File: src/rtl/irqc_pkg.sv
// Shared definitions for the 8-input interrupt controller: register offsets,
// request-vector type, FSM states and reset defaults.
package irqc_pkg;

    localparam int NUM_IRQ = 8;

    // Word offsets inside the controller's 4-word IO window
    localparam logic [1:0] IRQC_MASK       = 2'd0;
    localparam logic [1:0] IRQC_PENDING    = 2'd1;
    localparam logic [1:0] IRQC_IN_SERVICE = 2'd2;
    localparam logic [1:0] IRQC_EOI        = 2'd3;

    localparam logic [7:0]  IRQC_MASK_RESET = 8'hC0;
    localparam logic [15:0] IRQC_SPURIOUS   = 16'h0007;

    typedef logic [NUM_IRQ-1:0] irq_vec_t;

    typedef enum logic [1:0] {
        IDLE,
        REQ,
        ACK
    } irqc_state_t;

    // One-hot request vector selecting line idx
    function automatic irq_vec_t irq_onehot(input logic [2:0] idx);
        irq_onehot = irq_vec_t'(1) << idx;
    endfunction

endpackage

File: src/rtl/irq_controller_if.sv
// CPU-facing bus of the interrupt controller: register access port plus the
// INT / INTACK / vector handshake.
interface irq_controller_if;

    logic [1:0]  reg_sel;
    logic        reg_wr;
    logic [15:0] reg_wdata;
    logic [15:0] reg_rdata;
    logic        int_out;
    logic        intack;
    logic [15:0] vector;

    // CPU / top-level decode side
    modport master (
        output reg_sel, reg_wr, reg_wdata, intack,
        input  reg_rdata, int_out, vector
    );

    // Interrupt controller side
    modport slave (
        input  reg_sel, reg_wr, reg_wdata, intack,
        output reg_rdata, int_out, vector
    );

endinterface

File: src/rtl/irq_prio_enc.sv
// Lowest-index-first priority encoder over the 8 request lines.
module irq_prio_enc
    import irqc_pkg::*;
(
    input  irq_vec_t   req,
    output logic       vld,
    output logic [2:0] idx
);

    // Scan from the top so the lowest set index is the last one assigned
    always_comb begin
        vld = 1'b0;
        idx = 3'd0;
        for (int i = NUM_IRQ - 1; i >= 0; i--) begin
            if (req[i]) begin
                vld = 1'b1;
                idx = 3'(i);
            end
        end
    end

endmodule

File: src/rtl/irq_controller.sv
// Programmable 8-input interrupt controller.
// Latches requests, masks them, arbitrates by fixed priority (bit 0 highest)
// against the in-service set and runs the INT / INTACK handshake with the CPU.
// Build option: define IRQ_EDGE_EN for edge-triggered sticky pending bits;
// the default build samples the request lines as levels.
module irq_controller
    import irqc_pkg::*;
#(
    parameter irq_vec_t    MASK_RESET   = IRQC_MASK_RESET,
    parameter logic [15:0] SPURIOUS_VEC = IRQC_SPURIOUS
)(
    input  logic      clk,
    input  logic      rst,
    input  irq_vec_t  irq,
    output irq_vec_t  irq_ack,
    irq_controller_if.slave bus
);

    irqc_state_t state;
    irq_vec_t    mask;
    irq_vec_t    pending;
    irq_vec_t    isr;
    irq_vec_t    eligible;
    irq_vec_t    accept_vec;
    irq_vec_t    isr_after_eoi;
    irq_vec_t    isr_next;
    logic        intack_p1;
    logic        intack_rise;
    logic        accept;
    logic        elig_vld;
    logic [2:0]  elig_idx;
    logic        isr_vld;
    logic [2:0]  isr_idx;
    logic        win_vld;
    logic        mask_wr;
    logic        eoi_wr;
    logic        int_q;
    logic [15:0] vector_q;

    wire unused_wdata_hi = ^bus.reg_wdata[15:8];

    assign eligible = pending & mask;

    irq_prio_enc u_elig_enc (
        .req (eligible),
        .vld (elig_vld),
        .idx (elig_idx)
    );

    irq_prio_enc u_isr_enc (
        .req (isr),
        .vld (isr_vld),
        .idx (isr_idx)
    );

    // A request may only preempt strictly lower-priority work in service
    assign win_vld = elig_vld && (!isr_vld || (elig_idx < isr_idx));

    assign intack_rise = bus.intack && !intack_p1;

    // Acceptance keys off the FSM state, not the vector value: IRQ7's vector
    // is numerically identical to the default spurious code.
    assign accept     = (state == REQ) && intack_rise;
    assign accept_vec = accept ? irq_onehot(vector_q[2:0]) : '0;

    assign mask_wr = bus.reg_wr && (bus.reg_sel == IRQC_MASK);
    assign eoi_wr  = bus.reg_wr && (bus.reg_sel == IRQC_EOI);

    // EOI retires the current highest-priority in-service bit before a
    // same-cycle acceptance adds the new one.
    assign isr_after_eoi = (eoi_wr && isr_vld) ? (isr & ~irq_onehot(isr_idx)) : isr;
    assign isr_next      = isr_after_eoi | accept_vec;

    assign bus.int_out = int_q;
    assign bus.vector  = vector_q;

    // ---- stage p1: request capture ----
`ifdef IRQ_EDGE_EN
    irq_vec_t irq_p1;
    irq_vec_t irq_p2;

    // Double-register the lines; a rising edge sets a sticky pending bit that
    // only acceptance clears, and a fresh edge wins over a same-cycle clear.
    always_ff @(posedge clk) begin
        if (rst) begin
            irq_p1  <= '0;
            irq_p2  <= '0;
            pending <= '0;
        end else begin
            irq_p1  <= irq;
            irq_p2  <= irq_p1;
            pending <= (pending & ~accept_vec) | (irq_p1 & ~irq_p2);
        end
    end
`else
    // Level mode: pending simply mirrors the request lines one cycle late
    always_ff @(posedge clk) begin
        if (rst) begin
            pending <= '0;
        end else begin
            pending <= irq;
        end
    end
`endif

    // Software-visible mask / in-service state, ack pulse and intack history
    always_ff @(posedge clk) begin
        if (rst) begin
            mask      <= MASK_RESET;
            isr       <= '0;
            irq_ack   <= '0;
            intack_p1 <= 1'b0;
        end else begin
            if (mask_wr) begin
                mask <= bus.reg_wdata[7:0];
            end
            isr       <= isr_next;
            irq_ack   <= accept_vec;
            intack_p1 <= bus.intack;
        end
    end

    // ---- stage p2: CPU handshake ----
    // Handshake FSM with registered INT and vector
    always_ff @(posedge clk) begin
        if (rst) begin
            state    <= IDLE;
            int_q    <= 1'b0;
            vector_q <= SPURIOUS_VEC;
        end else begin
            case (state)
                IDLE: begin
                    if (win_vld) begin
                        vector_q <= {13'b0, elig_idx};
                        int_q    <= 1'b1;
                        state    <= REQ;
                    end else begin
                        vector_q <= SPURIOUS_VEC;
                        int_q    <= 1'b0;
                    end
                end
                REQ: begin
                    if (intack_rise) begin
                        int_q <= 1'b0;
                        state <= ACK;
                    end else if (!win_vld) begin
                        int_q    <= 1'b0;
                        vector_q <= SPURIOUS_VEC;
                        state    <= IDLE;
                    end else begin
                        vector_q <= {13'b0, elig_idx};
                    end
                end
                ACK: begin
                    if (!bus.intack) begin
                        state <= IDLE;
                    end
                end
                default: begin
                    int_q    <= 1'b0;
                    vector_q <= SPURIOUS_VEC;
                    state    <= IDLE;
                end
            endcase
        end
    end

    // Register read mux; EOI is write-only and reads back as zero
    always_comb begin
        bus.reg_rdata = 16'h0000;
        case (bus.reg_sel)
            IRQC_MASK:       bus.reg_rdata = {8'h00, mask};
            IRQC_PENDING:    bus.reg_rdata = {8'h00, pending};
            IRQC_IN_SERVICE: bus.reg_rdata = {8'h00, isr};
            default:         bus.reg_rdata = 16'h0000;
        endcase
    end

endmodule

File: src/flat_wrapper.sv
// flat-port wrapper written by rule: the top's interface ports become plain ports
module irq_controller_flat import irqc_pkg::*;
#(
    parameter irq_vec_t    MASK_RESET   = IRQC_MASK_RESET,
    parameter logic [15:0] SPURIOUS_VEC = IRQC_SPURIOUS
)
  (clk, rst, irq, irq_ack, bus_reg_sel, bus_reg_wr, bus_reg_wdata, bus_intack, bus_reg_rdata, bus_int_out, bus_vector);
  irq_controller_if bus_i ();
  input  logic clk;
  input  logic rst;
  input  irq_vec_t irq;
  output irq_vec_t irq_ack;
  input wire logic [$bits(bus_i.reg_sel)-1:0] bus_reg_sel;
  input wire logic [$bits(bus_i.reg_wr)-1:0] bus_reg_wr;
  input wire logic [$bits(bus_i.reg_wdata)-1:0] bus_reg_wdata;
  input wire logic [$bits(bus_i.intack)-1:0] bus_intack;
  output wire logic [$bits(bus_i.reg_rdata)-1:0] bus_reg_rdata;
  output wire logic [$bits(bus_i.int_out)-1:0] bus_int_out;
  output wire logic [$bits(bus_i.vector)-1:0] bus_vector;
  assign bus_i.reg_sel = bus_reg_sel;
  assign bus_i.reg_wr = bus_reg_wr;
  assign bus_i.reg_wdata = bus_reg_wdata;
  assign bus_i.intack = bus_intack;
  assign bus_reg_rdata = bus_i.reg_rdata;
  assign bus_int_out = bus_i.int_out;
  assign bus_vector = bus_i.vector;
  irq_controller #(.MASK_RESET(MASK_RESET), .SPURIOUS_VEC(SPURIOUS_VEC)) u_core (.clk(clk), .rst(rst), .irq(irq), .irq_ack(irq_ack), .bus(bus_i));
endmodule
File: config.mk
export PLATFORM = sky130hd
export DESIGN_NAME = irq_controller_flat
export DESIGN_NICKNAME = d
export VERILOG_FILES = /design/src/rtl/irqc_pkg.sv /design/src/rtl/irq_controller_if.sv /design/src/rtl/irq_prio_enc.sv /design/src/rtl/irq_controller.sv /design/src/flat_wrapper.sv
export SDC_FILE = /design/constraint.sdc
export NUM_CORES = 1
export LEC_CHECK = 0
export ABC_CLOCK_PERIOD_IN_PS = 2900
export CORE_MARGIN = 4
export CORE_UTILIZATION = 40
export DETAILED_ROUTE_END_ITERATION = 16
export GPL_TIMING_DRIVEN = 1
export PLACE_DENSITY = 0.77
export SETUP_SLACK_MARGIN = 0.5
export SYNTH_ARGS = -nofsm -noshare
export SYNTH_HDL_FRONTEND = slang
export SYNTH_SLANG_ARGS = --single-unit
File: constraint.sdc
create_clock -name clk -period 2.9 [get_ports clk]
set_input_delay 0.58 -clock clk [delete_from_list [all_inputs] [get_ports clk]]
set_output_delay 0.58 -clock clk [all_outputs]
set_load 0.01 [all_outputs]
Word-level counts from Yosys, hierarchy flattened:

Cells that the tools add are included.
W data, S select, Z words.

* order comparisons: 1
* equal/unequal tests: 9
* shift-type cells: 2
* muxes and demuxes: 47
* bitwise operators: 5
* reductions and logical operators: 14

Operator list (count)
* $mux W3: 17
* $pmux W16 S3: 1
* $pmux W8 S3: 1
* $mux W1: 19
* $and A8 B8 Y8: 2
* $mux W16: 1
* $mux W8: 2
* $shl A1 B3 Y8 const A: 2
* $mux W2: 4
* $not A8 Y8: 1
* $or A8 B8 Y8: 1
* $eq A2 B2 Y1 const B: 3
* $logic_and A1 B1 Y1: 6
* $pmux W2 S3: 1
* $eq A2 B1 Y1 const B: 2
* $logic_not A2 Y1: 2
* $ne A2 B2 Y1 const B: 2
* $reduce_and A2 Y1: 2
* $lt A3 B3 Y1: 1
* $ne A3 B2 Y1 const B: 1
* $pmux W1 S3: 1
* $reduce_and A3 Y1: 1
* $logic_not A1 Y1: 2
* $ne A2 B1 Y1 const B: 1
* other kinds (2): 2

* flip-flop bits (word level): 52
* bits of input ports: 30

Logic depth before layout (Yosys ltp):

* word-level depth: 15
* mapped depth: 11
* mapped depth without buffers: 11

Hierarchy:

A second synthesis with hierarchy kept.

* cells, all modules: 224
* area total of the unflattened synthesis: 1934.4 um^2

Modules (own cells, without submodules)
* irq_controller: instances 1, cells each 198, area each 1774.2 um^2, seq. area each 780.7 um^2
* irq_prio_enc: instances 2, cells each 13, area each 80.1 um^2, seq. area each 0.0 um^2

Least setup slack after synthesis:

OpenSTA, ideal clock, no wires.

* path type: reg2reg
* start point: register u_core.pending[5]
* end point: register u_core.vector_q[1], in the netlist u_core.bus.vector[1]
* library setup time: 0.120 ns
* data arrival time: 1.988 ns
* data required time: 2.780 ns
* slack: 0.792 ns
* stages on the path, launching flop included: 9
* buffers on the path: 0
* period minus slack after synthesis: 2.108 ns
* cells stage by stage: dfxtp_1 -> a22o_1 -> a221oi_4 -> nor2_1 -> ha_1 -> a211oi_1 -> a31o_4 -> a41oi_1 -> or2_1

* cells in the longest elaborated chain, start to end: 13
* elaborated cells between the ends (all ways): 19

Ends and longest elaborated chain
* from (decl): line irq_controller.sv:21 `irq_vec_t pending;`
* from (signal assigned): line irq_controller.sv:101 `pending <= irq;`
* $and A8 B8 Y8 *: line irq_controller.sv:42 `assign eligible = pending & mask;`
* $mux W3 (6 in series): line irq_prio_enc.sv:15 `if (req[i]) begin`
* $lt A3 B3 Y1: line irq_controller.sv:57 `assign win_vld = elig_vld && (!isr_vld || (elig_idx < isr_idx));`
* $logic_or A1 B1 Y1: line irq_controller.sv:57
* $logic_and A1 B1 Y1: line irq_controller.sv:57
* $mux W3 *: line irq_controller.sv:133, irq_controller.sv:146
* $mux W16: line irq_controller.sv:143 `if (intack_rise) begin`
* $pmux W16 S3 *: line irq_controller.sv:131 `case (state)`
* to (signal assigned): line irq_controller.sv:134 `vector_q <= {13'b0, elig_idx};`
* to (signal assigned): line irq_controller.sv:151 `vector_q <= {13'b0, elig_idx};`
* to (decl): line irq_controller.sv:38 `logic [15:0] vector_q;`

Mark *: on every way between the ends. The rest lies on a longest branch, timed or not. The select of a mux whose other input is x is not followed.
A chain may end at the register's enable or synchronous reset.

Final worst setup path:

* start point: input port bus_reg_sel[0]
* end point: output port bus_reg_rdata[4]

* cells in the longest elaborated chain, start to end: 2
* elaborated cells between the ends (all ways): 4

Ends and longest elaborated chain
* from (decl): line flat_wrapper.sv:13 `input wire logic [$bits(bus_i.reg_sel)-1:0] bus_reg_sel;`
* $eq A2 B2 Y1, or another cell as far along: line irq_controller.sv:171 `case (bus.reg_sel)`
* $pmux W8 S3 *: line irq_controller.sv:171
* to (decl): line flat_wrapper.sv:17 `output wire logic [$bits(bus_i.reg_rdata)-1:0] bus_reg_rdata;`

Mark *: on every way between the ends. The rest lies on a longest branch, timed or not.

==> impl_metrics.toml <==
[detailed_routing]
totalWireLength_um = 4419
drc_errors = 0
vias = 1731
wl_per_cell_um = 12.66
dr_wl_met3_um = 362
drt_iter0_markers = 78
ant_nets = 0
wl_met1_um = 1928
wl_met2_um = 2051
top_layer = "met4"
dr.pass1.iters = 5
via_per_inst = 4.960

[sta]
finalSetupTns_ns = 0
fin_crit_sh = 0.7819
clock.fmax_mhz = 441.0
period_needed_ns = 2.267
finalSetupViolations = 0
rsz0062_at_grt = "no"
maxSlewViolCount = 0
finalHoldViolations = 0
clock-skew-final_ns = 0.006242

[floorplan]
die_y_um = 79.47
fp.dieW_um = 79.47
core-area_mm2 = 0.004848
initial_utilization = 0.4214
ios = 71
dieArea_mm2 = 0.006315
rows = 25

[yosys]
synth_flop_cell = "dfxtp_1"
synth_top_area_cell = "dfxtp_1"
async_flop_share = 0
synth_cell_types = 50
yosys.cell_count.top_type = "dfxtp_1"
yosysSeqAreaShare = 0.3821
synth-edff-count = 0
yosys_warnings = 0
ys_seq_elements = 39
synthTopCellsByArea = "dfxtp_1 38%, buf_4 7.7%, mux2i_1 6.9%, nor2b_1 4.6%, nand2_1 4.2%"
ys_top_cells_by_count = "39 x dfxtp_1, 23 x nand2_1, 23 x nor2_1, 21 x buf_4, 15 x nor2b_1"
synth_top_area_share = 0.3821
syn_inst = 238
synth.avg_cell_area_um2 = 8.585
syn_area_mm2 = 0.002043

[global_routing]
grt_first_pass_wirelength_um = 7238
grt.total_usage = 0.1450
grt_overflow = 0
grt_pass1_vias = 1591
antenna_found_initial = 0
grt_max_degree = 17

[setup_path]
cp_max_fo = 8
r2r-start = "u_core.pending[5]"
r2r-end = "u_core.bus.vector[1]"
critPathSlowestCell = "clkdlybuf4s50_1"
crit_chain = "clkdlybuf4s50_1, nor2b_1, buf_4, nand2_1, o21ai_1, clkbuf_2"
startpoint_type = "primary input"
critPathMaxStageDelay_ns = 0.48
end_kind = "output port"
worstPathRequired_ns = 2.32
crit_start = "bus_reg_sel[0]"
critPathArrivalTime_ns = 1.69
ff2ff_path_depth = 11
crit_path_end = "bus_reg_rdata[4]"
worstSetupPathType = "primary input to output port"
ff2ff_setup_slack_ns = 0.73

[power]
power_density_mw_per_mm2 = 481.7
vdd_drop_max_uv = 277.0
power.leakage_uw = 0.001015

[clock_tree]
htree_levels = 2
cts_tree = "yes"
cts_setup_buffers = 0
clock-root-buffer = "clkbuf_8"
clk_latency_ns = 0.30
postCtsHoldBufs = 0
post_cts_resized = 11
clockBufferDepth = 2
cts_sinks = 39
clk_pin_slew_ns = 0.08
cts_buffers = 5

[placed_design]
dp_hpwl_um = 3465
numPortBuffers = 41
gp_congestion = 0.8902
dp_cells = 341

[run_status]
outcome = "finished clean"

[cells_and_area]
final_cells = 349
drive_gt1_frac = 0.1135
n_antenna_cell = 0
layout-area-overhead-vs-synth_pct = 24.43
final_nets = 313

[flow_run]
drv_cap = 0

[hold_path]
hold_path_class = "flip-flop to flip-flop"
hold_depth = 2
==> metrics by stage <==
stage / instance area [µm²] / total power, µW / setup WS (ns) / util / hold slack [ns]
after global placement: 2462 / 784.9 / 0.1944 / 0.5079 / 0.5161
final: 2542 / 1225 / 0.6325 / 0.5244 / 0.5329
after global routing: 2542 / 1276 / 0.5480 / 0.5244 / 0.5749
after CTS: 2567 / 1230 / 0.5122 / 0.5295 / 0.5382
after detailed placement: 2462 / 788.0 / 0.1513 / 0.5079 / 0.5210
after floorplan: 2118 / 729.9 / 0.7921 / - / 0.4905
==> sequential cells by signal (all words and copies together), names as in the netlist <==
| name | count |
|---|---|
| u_core.isr | 8 |
| u_core.irq_ack | 8 |
| u_core.pending | 8 |
| u_core.mask | 8 |
| u_core.state | 2 |
| u_core.bus.vector | 3 |
| u_core.intack_p1 | 1 |
| u_core.bus.int_out | 1 |
==> power breakdown <==
group | total, µW | internal (µW) | leakage [µW] | switching [µW]
registers | 585 | 555 | 0.000318 | 29.5
logic | 191 | 97.4 | 0.000638 | 93.2
clock network | 449 | 256 | 0.0000581 | 193
==> cell families (layout without fill, tap and decap cells) <==
group	Yosys count	after routing	synth area share
other	1	21	0.001835
AOI/OAI and AO/OA	46	46	0.1709
adders and majority gates	2	2	0.01225
buffers and inverters	37	61	0.1084
muxes	14	14	0.06858
and+or+nand+nor	99	99	0.2560
DFF	39	39	0.3821
==> per-layer routing <==
layer | GRT usage | vias to the layer above
li1 | - | 876
met1 | 0.1773 | 781
met2 | 0.2396 | 65
met3 | 0.04289 | 9
met4 | 0.05326 | 0
met5 | 0 | -
==> cells in the final DEF, fill, tap and decap left out, types with 8 or more instances in the layout <==
cell / netlist / layout
dfxtp_1: 39 / 39
clkdlybuf4s50_1: 0 / 32
nor2_1: 23 / 23
nand2_1: 23 / 23
conb_1: 1 / 21
nor2b_1: 15 / 15
mux2i_1: 14 / 14
o21ai_0: 14 / 13
nand3_1: 9 / 9
a21oi_1: 9 / 9
clkbuf_2: 0 / 8
==> worst min-delay path by stage <==
stage | from | end | slack, ns
finish | u_core.isr[1] | u_core.isr[1] | 0.53
global placement | u_core.isr[1] | u_core.isr[1] | 0.52
global route | u_core.isr[1] | u_core.isr[1] | 0.57
floorplan | u_core.isr[1] | u_core.isr[1] | 0.49
detailed placement | u_core.isr[1] | u_core.isr[1] | 0.52
CTS | u_core.isr[1] | u_core.isr[1] | 0.54
==> critical path: cells and delay by family <==
family / cells / cell delay [ns]
and+or+nand+nor: 2 / 0.20
buffers and inverters: 3 / 0.80
AOI/OAI and AO/OA: 1 / 0.10
==> layout make-up <==
class | count | area, µm²
fillers | 461 | 2306
multi-input cells | 182 | 1121
flip-flops and latches | 39 | 780.7
repair buffers | 48 | 425.4
well taps | 67 | 83.83
clock buffers | 5 | 68.82
clock inverters | 3 | 43.79
inverters | 5 | 18.77
Note: power is estimated with default switching activity, not from simulation.
